--- src/rtl/sys_uart_tx_if.sv ---
// rtl/sys_uart_tx_if.sv - system bus read/write port bundle for sys_uart_tx
interface sys_uart_tx_if;
   logic [31:0] sys_w_addr;
   logic [31:0] sys_w_line;
   logic        sys_write;
   logic [31:0] sys_r_addr;
   logic        sys_read;
   logic [31:0] sys_r_line;
   logic        sys_r_hit;

   modport master (
      output sys_w_addr, sys_w_line, sys_write, sys_r_addr, sys_read,
      input  sys_r_line, sys_r_hit
   );

   modport slave (
      input  sys_w_addr, sys_w_line, sys_write, sys_r_addr, sys_read,
      output sys_r_line, sys_r_hit
   );
endinterface

--- src/rtl/sys_uart_tx.sv ---
// rtl/sys_uart_tx.sv - memory-mapped 8N1 UART transmitter with TX FIFO
module sys_uart_tx #(
   parameter logic [31:0] BASE      = 32'h0000_0100,
   parameter int          DEPTH     = 4,
   parameter logic [15:0] DIV_RESET = 16'd433
) (
   input  logic         clk,
   input  logic         rst,
   sys_uart_tx_if.slave bus,
   output logic         tx
);
   localparam int PW = (DEPTH > 1) ? $clog2(DEPTH) : 1;
   localparam int CW = PW + 1;

   typedef enum logic [1:0] {S_IDLE, S_START, S_DATA, S_STOP} state_t;

   state_t        state;
   logic [7:0]    mem [DEPTH];
   logic [PW-1:0] wr_ptr;
   logic [PW-1:0] rd_ptr;
   logic [CW-1:0] count;
   logic          ovf;
   logic          enable;
   logic [15:0]   div;
   logic [15:0]   period;
   logic [15:0]   bit_cnt;
   logic [7:0]    shift;
   logic [2:0]    bit_idx;

   logic [31:0]   w_off;
   logic [31:0]   r_off;
   logic          w_hit;
   logic          r_hit_c;
   logic          empty;
   logic          full;
   logic          bit_end;
   logic          pop;
   logic          push;
   logic          push_ok;
   logic          ovf_clr;
   logic [31:0]   rd_val;
   logic [4:0]    count_ext;
   logic          unused_bits;

   // Offsets wrap on subtraction, so one unsigned compare covers BASE..BASE+3.
   assign w_off     = bus.sys_w_addr - BASE;
   assign r_off     = bus.sys_r_addr - BASE;
   assign w_hit     = bus.sys_write && (w_off < 32'd4);
   assign r_hit_c   = bus.sys_read && (r_off < 32'd4);
   assign empty     = (count == '0);
   assign full      = (count == CW'(DEPTH));
   assign bit_end   = (bit_cnt == period);
   assign pop       = enable && !empty &&
                      ((state == S_IDLE) || ((state == S_STOP) && bit_end));
   assign push      = w_hit && (w_off[1:0] == 2'd0);
   assign push_ok   = push && (!full || pop);
   assign ovf_clr   = w_hit && (w_off[1:0] == 2'd3) && bus.sys_w_line[1];
   assign count_ext = 5'(count);
   assign unused_bits = ^bus.sys_w_line[31:16];

   always_ff @(posedge clk) begin
      if (rst) begin
         wr_ptr <= '0;
         rd_ptr <= '0;
         count  <= '0;
         ovf    <= 1'b0;
         enable <= 1'b0;
         div    <= DIV_RESET;
      end else begin
         if (push_ok) begin
            mem[wr_ptr] <= bus.sys_w_line[7:0];
            wr_ptr      <= wr_ptr + 1'b1;
         end
         if (pop)
            rd_ptr <= rd_ptr + 1'b1;
         if (push_ok && !pop)
            count <= count + 1'b1;
         else if (pop && !push_ok)
            count <= count - 1'b1;
         // A drop on the same edge as a clear still leaves ovf set.
         ovf <= (ovf && !ovf_clr) || (push && !push_ok);
         if (w_hit && (w_off[1:0] == 2'd2))
            div <= bus.sys_w_line[15:0];
         if (w_hit && (w_off[1:0] == 2'd3))
            enable <= bus.sys_w_line[0];
      end
   end

   always_ff @(posedge clk) begin
      if (rst) begin
         state   <= S_IDLE;
         tx      <= 1'b1;
         period  <= '0;
         bit_cnt <= '0;
         shift   <= '0;
         bit_idx <= '0;
      end else begin
         case (state)
            S_IDLE: begin
               tx <= 1'b1;
               if (pop) begin
                  shift   <= mem[rd_ptr];
                  period  <= div;
                  bit_cnt <= '0;
                  tx      <= 1'b0;
                  state   <= S_START;
               end
            end
            S_START: begin
               if (bit_end) begin
                  bit_cnt <= '0;
                  bit_idx <= '0;
                  tx      <= shift[0];
                  state   <= S_DATA;
               end else begin
                  bit_cnt <= bit_cnt + 1'b1;
               end
            end
            S_DATA: begin
               if (bit_end) begin
                  bit_cnt <= '0;
                  if (bit_idx == 3'd7) begin
                     tx    <= 1'b1;
                     state <= S_STOP;
                  end else begin
                     bit_idx <= bit_idx + 1'b1;
                     shift   <= {1'b0, shift[7:1]};
                     tx      <= shift[1];
                  end
               end else begin
                  bit_cnt <= bit_cnt + 1'b1;
               end
            end
            S_STOP: begin
               if (bit_end) begin
                  bit_cnt <= '0;
                  // Chain straight into the next start bit when data is waiting.
                  if (pop) begin
                     shift  <= mem[rd_ptr];
                     period <= div;
                     tx     <= 1'b0;
                     state  <= S_START;
                  end else begin
                     tx    <= 1'b1;
                     state <= S_IDLE;
                  end
               end else begin
                  bit_cnt <= bit_cnt + 1'b1;
               end
            end
            default: begin
               tx    <= 1'b1;
               state <= S_IDLE;
            end
         endcase
      end
   end

   always_comb begin
      rd_val = '0;
      case (r_off[1:0])
         2'd1:    rd_val = {23'd0, count_ext, ovf, (state != S_IDLE), full, empty};
         2'd2:    rd_val = {16'd0, div};
         2'd3:    rd_val = {31'd0, enable};
         default: rd_val = '0;
      endcase
   end

   always_ff @(posedge clk) begin
      if (rst) begin
         bus.sys_r_hit  <= 1'b0;
         bus.sys_r_line <= '0;
      end else begin
         bus.sys_r_hit  <= r_hit_c;
         bus.sys_r_line <= r_hit_c ? rd_val : 32'd0;
      end
   end
endmodule
--- src/flat_wrapper.sv ---
// flat-port wrapper written by rule: the top's interface ports become plain ports
module sys_uart_tx_flat 
#(
   parameter logic [31:0] BASE      = 32'h0000_0100,
   parameter int          DEPTH     = 4,
   parameter logic [15:0] DIV_RESET = 16'd433
)
  (clk, rst, tx, bus_sys_w_addr, bus_sys_w_line, bus_sys_write, bus_sys_r_addr, bus_sys_read, bus_sys_r_line, bus_sys_r_hit);
  sys_uart_tx_if bus_i ();
  input  logic clk;
  input  logic rst;
  output logic tx;
  input wire logic [$bits(bus_i.sys_w_addr)-1:0] bus_sys_w_addr;
  input wire logic [$bits(bus_i.sys_w_line)-1:0] bus_sys_w_line;
  input wire logic [$bits(bus_i.sys_write)-1:0] bus_sys_write;
  input wire logic [$bits(bus_i.sys_r_addr)-1:0] bus_sys_r_addr;
  input wire logic [$bits(bus_i.sys_read)-1:0] bus_sys_read;
  output wire logic [$bits(bus_i.sys_r_line)-1:0] bus_sys_r_line;
  output wire logic [$bits(bus_i.sys_r_hit)-1:0] bus_sys_r_hit;
  assign bus_i.sys_w_addr = bus_sys_w_addr;
  assign bus_i.sys_w_line = bus_sys_w_line;
  assign bus_i.sys_write = bus_sys_write;
  assign bus_i.sys_r_addr = bus_sys_r_addr;
  assign bus_i.sys_read = bus_sys_read;
  assign bus_sys_r_line = bus_i.sys_r_line;
  assign bus_sys_r_hit = bus_i.sys_r_hit;
  sys_uart_tx #(.BASE(BASE), .DEPTH(DEPTH), .DIV_RESET(DIV_RESET)) u_core (.clk(clk), .rst(rst), .bus(bus_i), .tx(tx));
endmodule
--- config.mk ---
export PLATFORM = sky130hd
export DESIGN_NAME = sys_uart_tx_flat
export DESIGN_NICKNAME = d
export VERILOG_FILES = /design/src/rtl/sys_uart_tx_if.sv /design/src/rtl/sys_uart_tx.sv /design/src/flat_wrapper.sv
export SDC_FILE = /design/constraint.sdc
export NUM_CORES = 1
export LEC_CHECK = 0
export ABC_CLOCK_PERIOD_IN_PS = 2700
export CAP_MARGIN = 20
export CORE_MARGIN = 3
export CORE_UTILIZATION = 30
export DETAILED_ROUTE_END_ITERATION = 6
export HOLD_SLACK_MARGIN = 0.03
export RECOVER_POWER = 100
export SYNTH_ARGS = -nofsm -noshare
export SYNTH_HDL_FRONTEND = slang
export SYNTH_SLANG_ARGS = --single-unit
--- constraint.sdc ---
create_clock -name clk -period 2.7 [get_ports clk]
set_clock_uncertainty 0.2 [all_clocks]
set_input_delay 0.405 -clock clk [delete_from_list [all_inputs] [get_ports clk]]
set_output_delay 0.405 -clock clk [all_outputs]
set_load 0.01 [all_outputs]
Word-level counts from Yosys, hierarchy flattened
Memories as Yosys holds them, arrays and structs flattened. A register that Yosys moved wholly into a read port is not among the register bits.
Cells that the tools add are included.
{ "classes": {"reduce_logical": 37, "eq_ne": 17, "addsub": 8, "n_div": 0, "n_mul": 0, "n_bitwise": 1, "mux": 36, "magnitude_cmp": 2, "shift": 0} }
{ "ops": {"columns": ["op", "n"], "rows": [
  ["< comparator 32 x 3 -> 1 bit, second input constant", 2],
  ["two-way mux 16 bit", 4],
  ["one-hot mux 16 bit (2 select lines)", 2],
  ["subtractor 32 x 9 -> 32 bit, second input constant", 2],
  ["one-hot mux 16 bit (3 select lines)", 1],
  ["two-way mux 8 bit", 4],
  ["one-hot mux 8 bit (3 select lines)", 1],
  ["adder 16 x 1 -> 16 bit, second input constant", 1],
  ["equality test 16 bit", 1],
  ["two-way mux 3 bit", 5],
  ["logical AND 1 bit", 14],
  ["two-way mux 2 bit", 7],
  ["equality test 2 bit, second input constant", 6],
  ["!= test 2 x 1 -> 1 bit, second input constant", 5],
  ["two-way mux 1 bit", 9],
  ["one-hot mux 2 bit (4 select lines)", 1],
  ["AND reduction 4 bit", 2],
  ["nonzero test 2 bit", 4],
  ["adder 3 x 1 -> 3 bit, second input constant", 2],
  ["equality test 3 bit, second input constant", 2],
  ["one-hot mux 3 bit (2 select lines)", 1],
  ["zero test 1 bit", 5],
  ["AND reduction 5 bit", 1],
  ["adder 2 x 1 -> 2 bit, second input constant", 2],
  ["other kinds (13)", 17]
]} }
{ "word_totals": {"ram_bits": 32, "output_inout_bits": 34, "mem_bits_ro": 0, "latch_bits": 0, "mem_count": 1, "register_bits": 104, "in_bits": 100} }
{ "memory_table": {"columns": ["memory", "depth", "width", "read_ports", "rd_clocked_by_memory_dff", "write_ports", "line_no", "text"], "rows": [
  ["u_core.mem", 4, 8, 1, 1, 1, "sys_uart_tx.sv:18", "logic [7:0] mem [DEPTH];"]
]} }

Logic depth before layout (Yosys ltp)
Gate-level depths: netlist (run 1).
{ "depth": {"depth_word": 10, "ltp_mapped": 12, "depth_no_buf": 12} }

Least setup slack after synthesis (run 1)
No wires, ideal clock.
{ "synth_path": {"kind": "in2reg", "startpoint": "in bus_sys_w_addr[5]", "endpoint": "reg u_core.count[2]", "stages": 10, "path_slack_ns": -0.207, "n_path_buf": 0, "arrival_ns": 2.636, "cell_sequence": "nor4_1 -> nand4_1 -> nor4_4 -> o2111a_1 -> ha_1 -> inv_1 -> fa_1 -> xor2_1 -> or3_1 -> a21oi_1"} }
{ "synth_between": {"elab_chain_len": 8} }
{ "synth_lines": {"columns": ["element", "line_no", "text"], "rows": [
  ["start, declared", "flat_wrapper.sv:13", "input wire logic [$bits(bus_i.sys_w_addr)-1:0] bus_sys_w_addr;"],
  ["subtractor 32 x 9 -> 32 bit (*)", "sys_uart_tx.sv:46", "assign w_off = bus.sys_w_addr - BASE;"],
  ["< comparator 32 x 3 -> 1 bit (*)", "sys_uart_tx.sv:48", "assign w_hit = bus.sys_write && (w_off < 32'd4);"],
  ["logical AND 1 bit (*)", "sys_uart_tx.sv:48", null],
  ["logical AND 1 bit (*)", "sys_uart_tx.sv:55", "assign push = w_hit && (w_off[1:0] == 2'd0);"],
  ["logical AND 1 bit (*)", "sys_uart_tx.sv:56", "assign push_ok = push && (!full || pop);"],
  ["zero test 1 bit", "sys_uart_tx.sv:78", "else if (pop && !push_ok)"],
  ["logical AND 1 bit", "sys_uart_tx.sv:78", null],
  ["nonzero test 2 bit (no line)", null, null],
  ["end signal, assigned", "sys_uart_tx.sv:77", "count <= count + 1'b1;"],
  ["end signal, assigned", "sys_uart_tx.sv:79", "count <= count - 1'b1;"],
  ["end, declared", "sys_uart_tx.sv:21", "logic [CW-1:0] count;"]
]} }
Mark *: on every way between the ends. The rest lies on a longest branch, timed or not.
A chain may end at the register's enable or synchronous reset.

Worst setup path in the final report (run 1)
{ "layout_path": {"startpoint": "reg u_core.period[9]", "endpoint": "reg u_core.count[2]"} }
{ "layout_between": {"elab_chain_len": 9} }
{ "layout_lines": {"columns": ["element", "line_no", "text"], "rows": [
  ["start, declared", "sys_uart_tx.sv:25", "logic [15:0] period;"],
  ["start signal, assigned", "sys_uart_tx.sv:103", "period <= div;"],
  ["start signal, assigned", "sys_uart_tx.sv:140", "period <= div;"],
  ["equality test 16 bit (*)", "sys_uart_tx.sv:52", "assign bit_end = (bit_cnt == period);"],
  ["logical AND 1 bit (*)", "sys_uart_tx.sv:54", "((state == S_IDLE) || ((state == S_STOP) && bit_end));"],
  ["logical OR 1 bit (*)", "sys_uart_tx.sv:54", null],
  ["logical AND 1 bit (*)", "sys_uart_tx.sv:53", "assign pop = enable && !empty &&"],
  ["logical OR 1 bit", "sys_uart_tx.sv:56", null],
  ["logical AND 1 bit", "sys_uart_tx.sv:56", null],
  ["zero test 1 bit", "sys_uart_tx.sv:78", null],
  ["logical AND 1 bit", "sys_uart_tx.sv:78", null],
  ["nonzero test 2 bit (no line)", null, null]
]} }
Marks and branches as above.

==> flow_summary.toml, run 1 <==
[worst_hold_path]
hold_path_end = "u_core.ovf$_SDFF_PP0_"
min_path_cells = 4
worstHoldPathType = "in2reg"
timing.hold.worst.start = "rst"

[route]
remaining_drc_errors = 0
drt_pass1_iterations = 4
avgViaCountPerCell = 4.854
routed_wirelength_mm = 13.29
dr_total_vias = 4427
initialDrtViolationCount = 192
detail-route-antenna-nets = 0
avgRoutedWirePerCell_um = 14.57

[synthesis]
avg_inst_size_synth_um2 = 10.78
post_synth_inst_count = 516
synth_area_leader_cell = "sky130_fd_sc_hd__dfxtp_1"
synth_warnings = 0
ys_async_sr_fraction_pct = 0
number_of_synthesized_register_bits = 122
synth_seq_area_share_pct = 49.66
synth_enable_flop_cells = 32
syn_area_um2 = 5563
ys_dominant_reg_cell = "sky130_fd_sc_hd__dfxtp_1"
synth_top_area_share_pct = 32.39
synthTopCellsByArea = "sky130_fd_sc_hd__dfxtp_1 32%, sky130_fd_sc_hd__edfxtp_1 17%, sky130_fd_sc_hd__mux2i_1 7.2%"
netlist-cell-type-count = 55

[final_layout]
area_growth_syn_to_layout_pct = 40.82
n_antenna_cell = 0
utilization_pct = 43.31
multi_input_area_um2 = 2669
nets = 786
layout.cells.most_common_list = "86 x sky130_fd_sc_hd__dfxtp_1, 74 x sky130_fd_sc_hd__nor2_1, 59 x sky130_fd_sc_hd__clkdlybuf4s50_1, 54 x sky130_fd_sc_hd__buf_4, 40 x sky130_fd_sc_hd__mux2i_1"
layout.area.seq_um2 = 2768
share_of_layout_cells_above_drive_strength_1_pct = 19.62
fillers = 1667
layout_commonest_cell = "sky130_fd_sc_hd__dfxtp_1"

[cts]
clock_insertion_delay_worst_skew_ns = 0.41
clock_path_buffers = 2
clockRootBuffer = "sky130_fd_sc_hd__clkbuf_16"
number_of_cts_inserted_buffers = 17
clkTransAtPathRegs_ns = 0.05
clock_tree_from_tritoncts = "done"
clock-sinks = 122
h-tree-depth = 4

[worst_setup_path]
crit-reg2reg-capture = "u_core.count[2]$_SDFFE_PP0P_"
regToRegSetupSlack_ns = -0.08
cp_launch_type = "flip-flop"
cp-startpoint = "u_core.period[9]$_SDFFE_PP0P_"
worst_ep_arrival_time_ns = 2.92
critPathCaptureType = "flip-flop"
worstSetupPathType = "reg2reg"
cp_max_fo = 4
r2r-start = "u_core.period[9]$_SDFFE_PP0P_"
worst_ep_required_time_ns = 2.83
r2r_cells = 10

[floorplanning]
std_cell_rows = 49
fp.coreArea_um2 = 18090
fp.dieArea_um2 = 20210
floorplan.initialDensity_pct = 30.76
die_h_um = 142.2
io_pins = 134
floorplan.die.width_um = 142.2

[pwr]
static-leakage-power_nw = 3.312
share_seq_of_total_power_pct = 43.4
ir_drop_mv = 0.3936
intPower_mw = 3.373
clkPwrFrac_pct = 44.5
power-per-cell-area_nw_per_um2 = 563.3
comb_power_share_pct = 12.1
switching_share_pct = 23.57
power.switching_mw = 1.040

[grt]
number_of_antenna_violations_at_the_first_check_in_global_routing = 0
grt_first_pass_wirelength_mm = 21.76
first_global_vias = 4556
grt_util_all_layers_pct = 13.39
grt_overflow = 0
grt_start_max_net_pins = 74

[outcome]
outcome = "complete, but fails checks"
violated_checks = "negative setup slack"

[sta]
finalHoldViolations = 0
timing.final.max_slew_violations = 0
fmax_mhz = 359.2
max_slew.worst_pin.slew_ns = 0.7774
period_minus_slack_ns = 2.784
final_critical_path_setup_slack_ns = -0.08387
setup_viol = 1
setup_repair_after_global_routing_missed_its_margin = "yes"
post-route-period-util_pct = 103.1
max-slew-margin-rel_pct = 48.17

[placed_design]
io_buffer_count = 101
post-place-ws_ns = -0.6170
hpwl_mm = 9.722
globalplace.congestion = 0.8203

[job]
maxCapViolations = 0
## power groups by stage
stage	clock [mW]	combinational, mW	sequential (mW)
final	1.96	0.534	1.91
after global routing	2.09	0.581	1.92
after CTS	2.01	0.521	1.91
after detailed placement	0	0.514	1.95
after global placement	0	0.499	1.95
after floorplan	0	0.251	1.95
## worst max-delay path by stage
stage,cells past startpoint,to,slack [ns]
3_5_place_dp,11,u_core.count[2]$_SDFFE_PP0P_,-0.62
3_3_place_gp,11,u_core.count[2]$_SDFFE_PP0P_,-0.52
4_1_cts,10,u_core.count[2]$_SDFFE_PP0P_,-0.12
5_1_grt,11,u_core.count[2]$_SDFFE_PP0P_,-0.17
2_1_floorplan,10,u_core.count[2]$_SDFFE_PP0P_,-0.17
6_report,10,u_core.count[2]$_SDFFE_PP0P_,-0.08
## cells by family after synthesis
logic type               share of synthesized area [%]
buffers and inverters                            5.196
AND/OR/NAND/NOR                                  17.50
adder cells (fa/ha/maj)                          3.509
multiplexers                                     10.44
other                                          0.06741
AO/OA/AOI/OAI                                    10.17
XOR/XNOR                                         3.464
flip-flops                                       49.66
## area by class of cell
type,instances,area share (%)
Multi-Input combinational cell,358,34.07
Sequential cell,122,35.33
Inverter,10,0.4792
Tap cell,229,3.658
Clock inverter,9,0.6548
Timing Repair Buffer,162,19.88
Clock buffer,22,5.926
## through the flow
step           power (mW)  hold WS [ns]  cell area (um2)  TNS (ns)  instances
4_1_cts             4.439        0.1572             7707   -0.1280        909
3_3_place_gp        2.448        0.2700             7152    -10.49        874
3_5_place_dp        2.465        0.2697             7152    -12.92        874
5_1_grt             4.585        0.2233             7834   -0.1745        912
2_1_floorplan       2.201        0.2491             5643   -0.1715        531
6_report            4.413        0.2023             7834  -0.08387        912
## sequential cells by signal, indices dropped and copies added, names as in the netlist, 2 cells and up, named ones only
signal	count
u_core.bit_cnt	16
u_core.bit_idx	3
u_core.bus.sys_r_line	16
u_core.count	3
u_core.div	16
u_core.mem	32
u_core.period	16
u_core.rd_ptr	2
u_core.shift	8
u_core.state	2
u_core.wr_ptr	2
## critical path, stage by stage, from the launching register on
cell	delay, ns
sky130_fd_sc_hd__dfxtp_2	0.33
sky130_fd_sc_hd__xor2_2	0.18
sky130_fd_sc_hd__nor4_4	0.36
sky130_fd_sc_hd__a41o_2	0.31
sky130_fd_sc_hd__o2111a_1	0.24
sky130_fd_sc_hd__ha_4	0.15
sky130_fd_sc_hd__inv_2	0.03
sky130_fd_sc_hd__fa_2	0.33
sky130_fd_sc_hd__xor2_1	0.15
sky130_fd_sc_hd__or3_1	0.32
sky130_fd_sc_hd__a21oi_2	0.11
## routing by layer
metal / vias up / track usage (%) / part of all wire (%)
li1: 2170 / - / -
met1: 2095 / 16.17 / 44
met2: 152 / 23.40 / 50
met3: 10 / 3.125 / 4.9
met4: 0 / 4.596 / 1.2
met5: - / 0 / 0
## synth_stat cells (all sizes together) (2+ instances only)
library cell,count
dfxtp,90
nor2,74
mux2i,40
edfxtp,32
buf,28
nand2,26
nor4,22
xor2,21
a311oi,15
and3,15
ha,14
a21oi,13
clkbuf,13
o21ai,11
inv,10
nand3,10
a211oi,9
and2,9
mux4,8
a22oi,7
nand4,6
a211o,5
nor2b,4
a31oi,3
nor4b,3
or2,3
or3,3
a32oi,2
a41oi,2
nand3b,2
o31ai,2
## timing repair
action | CTS | global route
hold buffers | 0 | 0
gates resized for setup | 4 | 33
setup endpoints to repair | 34 | 34
gates cloned | 0 | 0
buffers inserted | 4 | 3
pin swaps | 8 | 11
Note: power is estimated with default switching activity, not from simulation.
==> inputs of run 2 (changes only) <==
CAP_MARGIN = unset   (was 20)
RECOVER_POWER = unset   (was 100)
TNS_END_PERCENT = 20   (was unset)
==> run 2 against run 1 <==
  * The flow still finishes with violations (negative setup slack)
  * Routed wire length decreased by 0.32%
  * Non-clock buffer count stayed put
  * Flip-flop and latch count unchanged
  * Setup slack worse by 0.0060 ns
  * Highest routed layer unchanged
  * Clock power is essentially flat
  * First-iteration DRC count up 0.52%
==> flow_summary.toml, run 2 (same netlist as run 1, synthesis figures left out) <==
[outcome]
outcome = "complete, but fails checks"
violated_checks = "negative setup slack"

[cts]
clkTransAtPathRegs_ns = 0.05
clock_insertion_delay_worst_skew_ns = 0.40
clockRootBuffer = "sky130_fd_sc_hd__clkbuf_16"
clock_tree_from_tritoncts = "done"
number_of_buffers_inserted_for_hold_repair_after_clock_tree_synthesis = 0
clock-sinks = 122
clock_path_buffers = 2
h-tree-depth = 4
number_of_cts_inserted_buffers = 17

[sta]
period_minus_slack_ns = 2.790
post-route-period-util_pct = 103.3
setup_viol = 1
final_critical_path_setup_slack_ns = -0.08986
finalHoldViolations = 0
fmax_mhz = 358.4
timing.final.max_slew_violations = 0
setup_repair_after_global_routing_missed_its_margin = "yes"
max-slew-margin-rel_pct = 47.92
fin_setup_tns_ns = -0.08986
max_slew.worst_pin.slew_ns = 0.7812
holdWs_ns = 0.2061

[worst_setup_path]
worstSetupPathType = "reg2reg"
critPathCaptureType = "flip-flop"
cp_launch_type = "flip-flop"
worst_ep_arrival_time_ns = 2.92
cp_max_fo = 4
worst_ep_required_time_ns = 2.83

[route]
remaining_drc_errors = 0
dr_total_vias = 4387
drt_pass1_iterations = 5
initialDrtViolationCount = 193
avgViaCountPerCell = 4.810
routed_wirelength_mm = 13.25
avgRoutedWirePerCell_um = 14.53
detail-route-antenna-nets = 0

[final_layout]
finish.cell_count_without_fillers = 912
nets = 786
largest-register = "u_core.mem"
largest_reg_flops = 32
share_of_layout_cells_above_drive_strength_1_pct = 19.77
layout.cells.most_common_list = "86 x sky130_fd_sc_hd__dfxtp_1, 86 x sky130_fd_sc_hd__clkdlybuf4s50_1, 74 x sky130_fd_sc_hd__nor2_1, 55 x sky130_fd_sc_hd__buf_4, 40 x sky130_fd_sc_hd__mux2i_1"
n_antenna_cell = 0
area_growth_syn_to_layout_pct = 40.89

[placed_design]
post-place-ws_ns = -0.6170
placed_cells_incl_taps = 874
hpwl_mm = 9.722
globalplace.congestion = 0.8203
io_buffer_count = 101

[grt]
number_of_antenna_violations_at_the_first_check_in_global_routing = 0
grt_start_max_net_pins = 74
grt_util_all_layers_pct = 13.39
grt_first_pass_wirelength_mm = 21.76
first_global_vias = 4556
grt_overflow = 0

[job]
maxCapViolations = 0

[worst_hold_path]
worstHoldPathType = "in2reg"

[floorplanning]
fp.dieArea_um2 = 20210
std_cell_rows = 49
die_h_um = 142.2
floorplan.die.width_um = 142.2
floorplan.initialDensity_pct = 30.76
io_pins = 134
fp.coreArea_um2 = 18090

[pwr]
static-leakage-power_nw = 3.254
power-per-cell-area_nw_per_um2 = 563.2
ir_drop_mv = 0.3913
run 2: cell types whose count changed in the layout (fill, tap and decap cells not counted):
cell and change:
sky130_fd_sc_hd__clkdlybuf4s50_1 +27, sky130_fd_sc_hd__clkbuf_1 -1, sky130_fd_sc_hd__dlygate4sd3_1 -27, sky130_fd_sc_hd__buf_4 +1
run 2: final timing paths:
check	startpoint	end	slack, ns	depth (start not counted)
worst max-delay path	u_core.period[9]$_SDFFE_PP0P_	u_core.count[2]$_SDFFE_PP0P_	-0.09	10
worst min-delay path	rst	u_core.ovf$_SDFF_PP0_	0.21	4
worst min register to register	u_core.shift[7]$_SDFFE_PP0P_	u_core.shift[7]$_SDFFE_PP0P_	0.27	2
worst max register to register	u_core.period[9]$_SDFFE_PP0P_	u_core.count[2]$_SDFFE_PP0P_	-0.09	10
run 2: metrics by stage:
| stage | util [%] | power [mW] | area (um2) |
|---|---|---|---|
| finish | 43.33 | 4.414 | 7838 |
| CTS | 42.61 | 4.439 | 7707 |
| floorplan | - | 2.201 | 5643 |
| global route | 43.33 | 4.589 | 7838 |
| global placement | 39.54 | 2.448 | 7152 |
| detailed placement | 39.54 | 2.465 | 7152 |
run 2: routing by layer:
| layer | up-vias | GRT usage (%) | part of all wire [%] |
|---|---|---|---|
| met2 | 136 | 23.40 | 50 |
| met1 | 2068 | 16.17 | 44 |
| li1 | 2168 | - | - |
| met3 | 15 | 3.125 | 4.9 |
| met4 | 0 | 4.596 | 1.6 |
| met5 | - | 0 | 0 |
run 2: where the power goes:
group / total (mW) / internal, mW / switching [mW]
registers: 1.91 / 1.90 / 0.0177
clock network: 1.96 / 1.20 / 0.759
logic: 0.537 / 0.277 / 0.260
run 2: worst max-delay path: stages (launching register included):
cell	delay [ns]
sky130_fd_sc_hd__dfxtp_2	0.33
sky130_fd_sc_hd__xor2_2	0.18
sky130_fd_sc_hd__nor4_4	0.36
sky130_fd_sc_hd__a41o_2	0.31
sky130_fd_sc_hd__o2111a_1	0.24
sky130_fd_sc_hd__ha_4	0.15
sky130_fd_sc_hd__inv_2	0.03
sky130_fd_sc_hd__fa_2	0.33
sky130_fd_sc_hd__xor2_1	0.15
sky130_fd_sc_hd__or3_1	0.32
sky130_fd_sc_hd__a21oi_2	0.11
run 2: layout make-up:
| class | count | area (um2) |
|---|---|---|
| Tap cell | 229 | 286.5 |
| Clock buffer | 22 | 464.2 |
| Clock inverter | 9 | 51.30 |
| Multi-Input combinational cell | 358 | 2669 |
| Fill cell | 1668 | 10250 |
| Timing Repair Buffer | 162 | 1562 |
| Inverter | 10 | 37.54 |
| Sequential cell | 122 | 2768 |
run 2: timing repair:
item / 4_1_cts / 5_1_grt
endpoints found under the setup margin: 34 / 34
setup buffers: 4 / 3
gates resized for setup: 4 / 33
pin swaps: 8 / 11
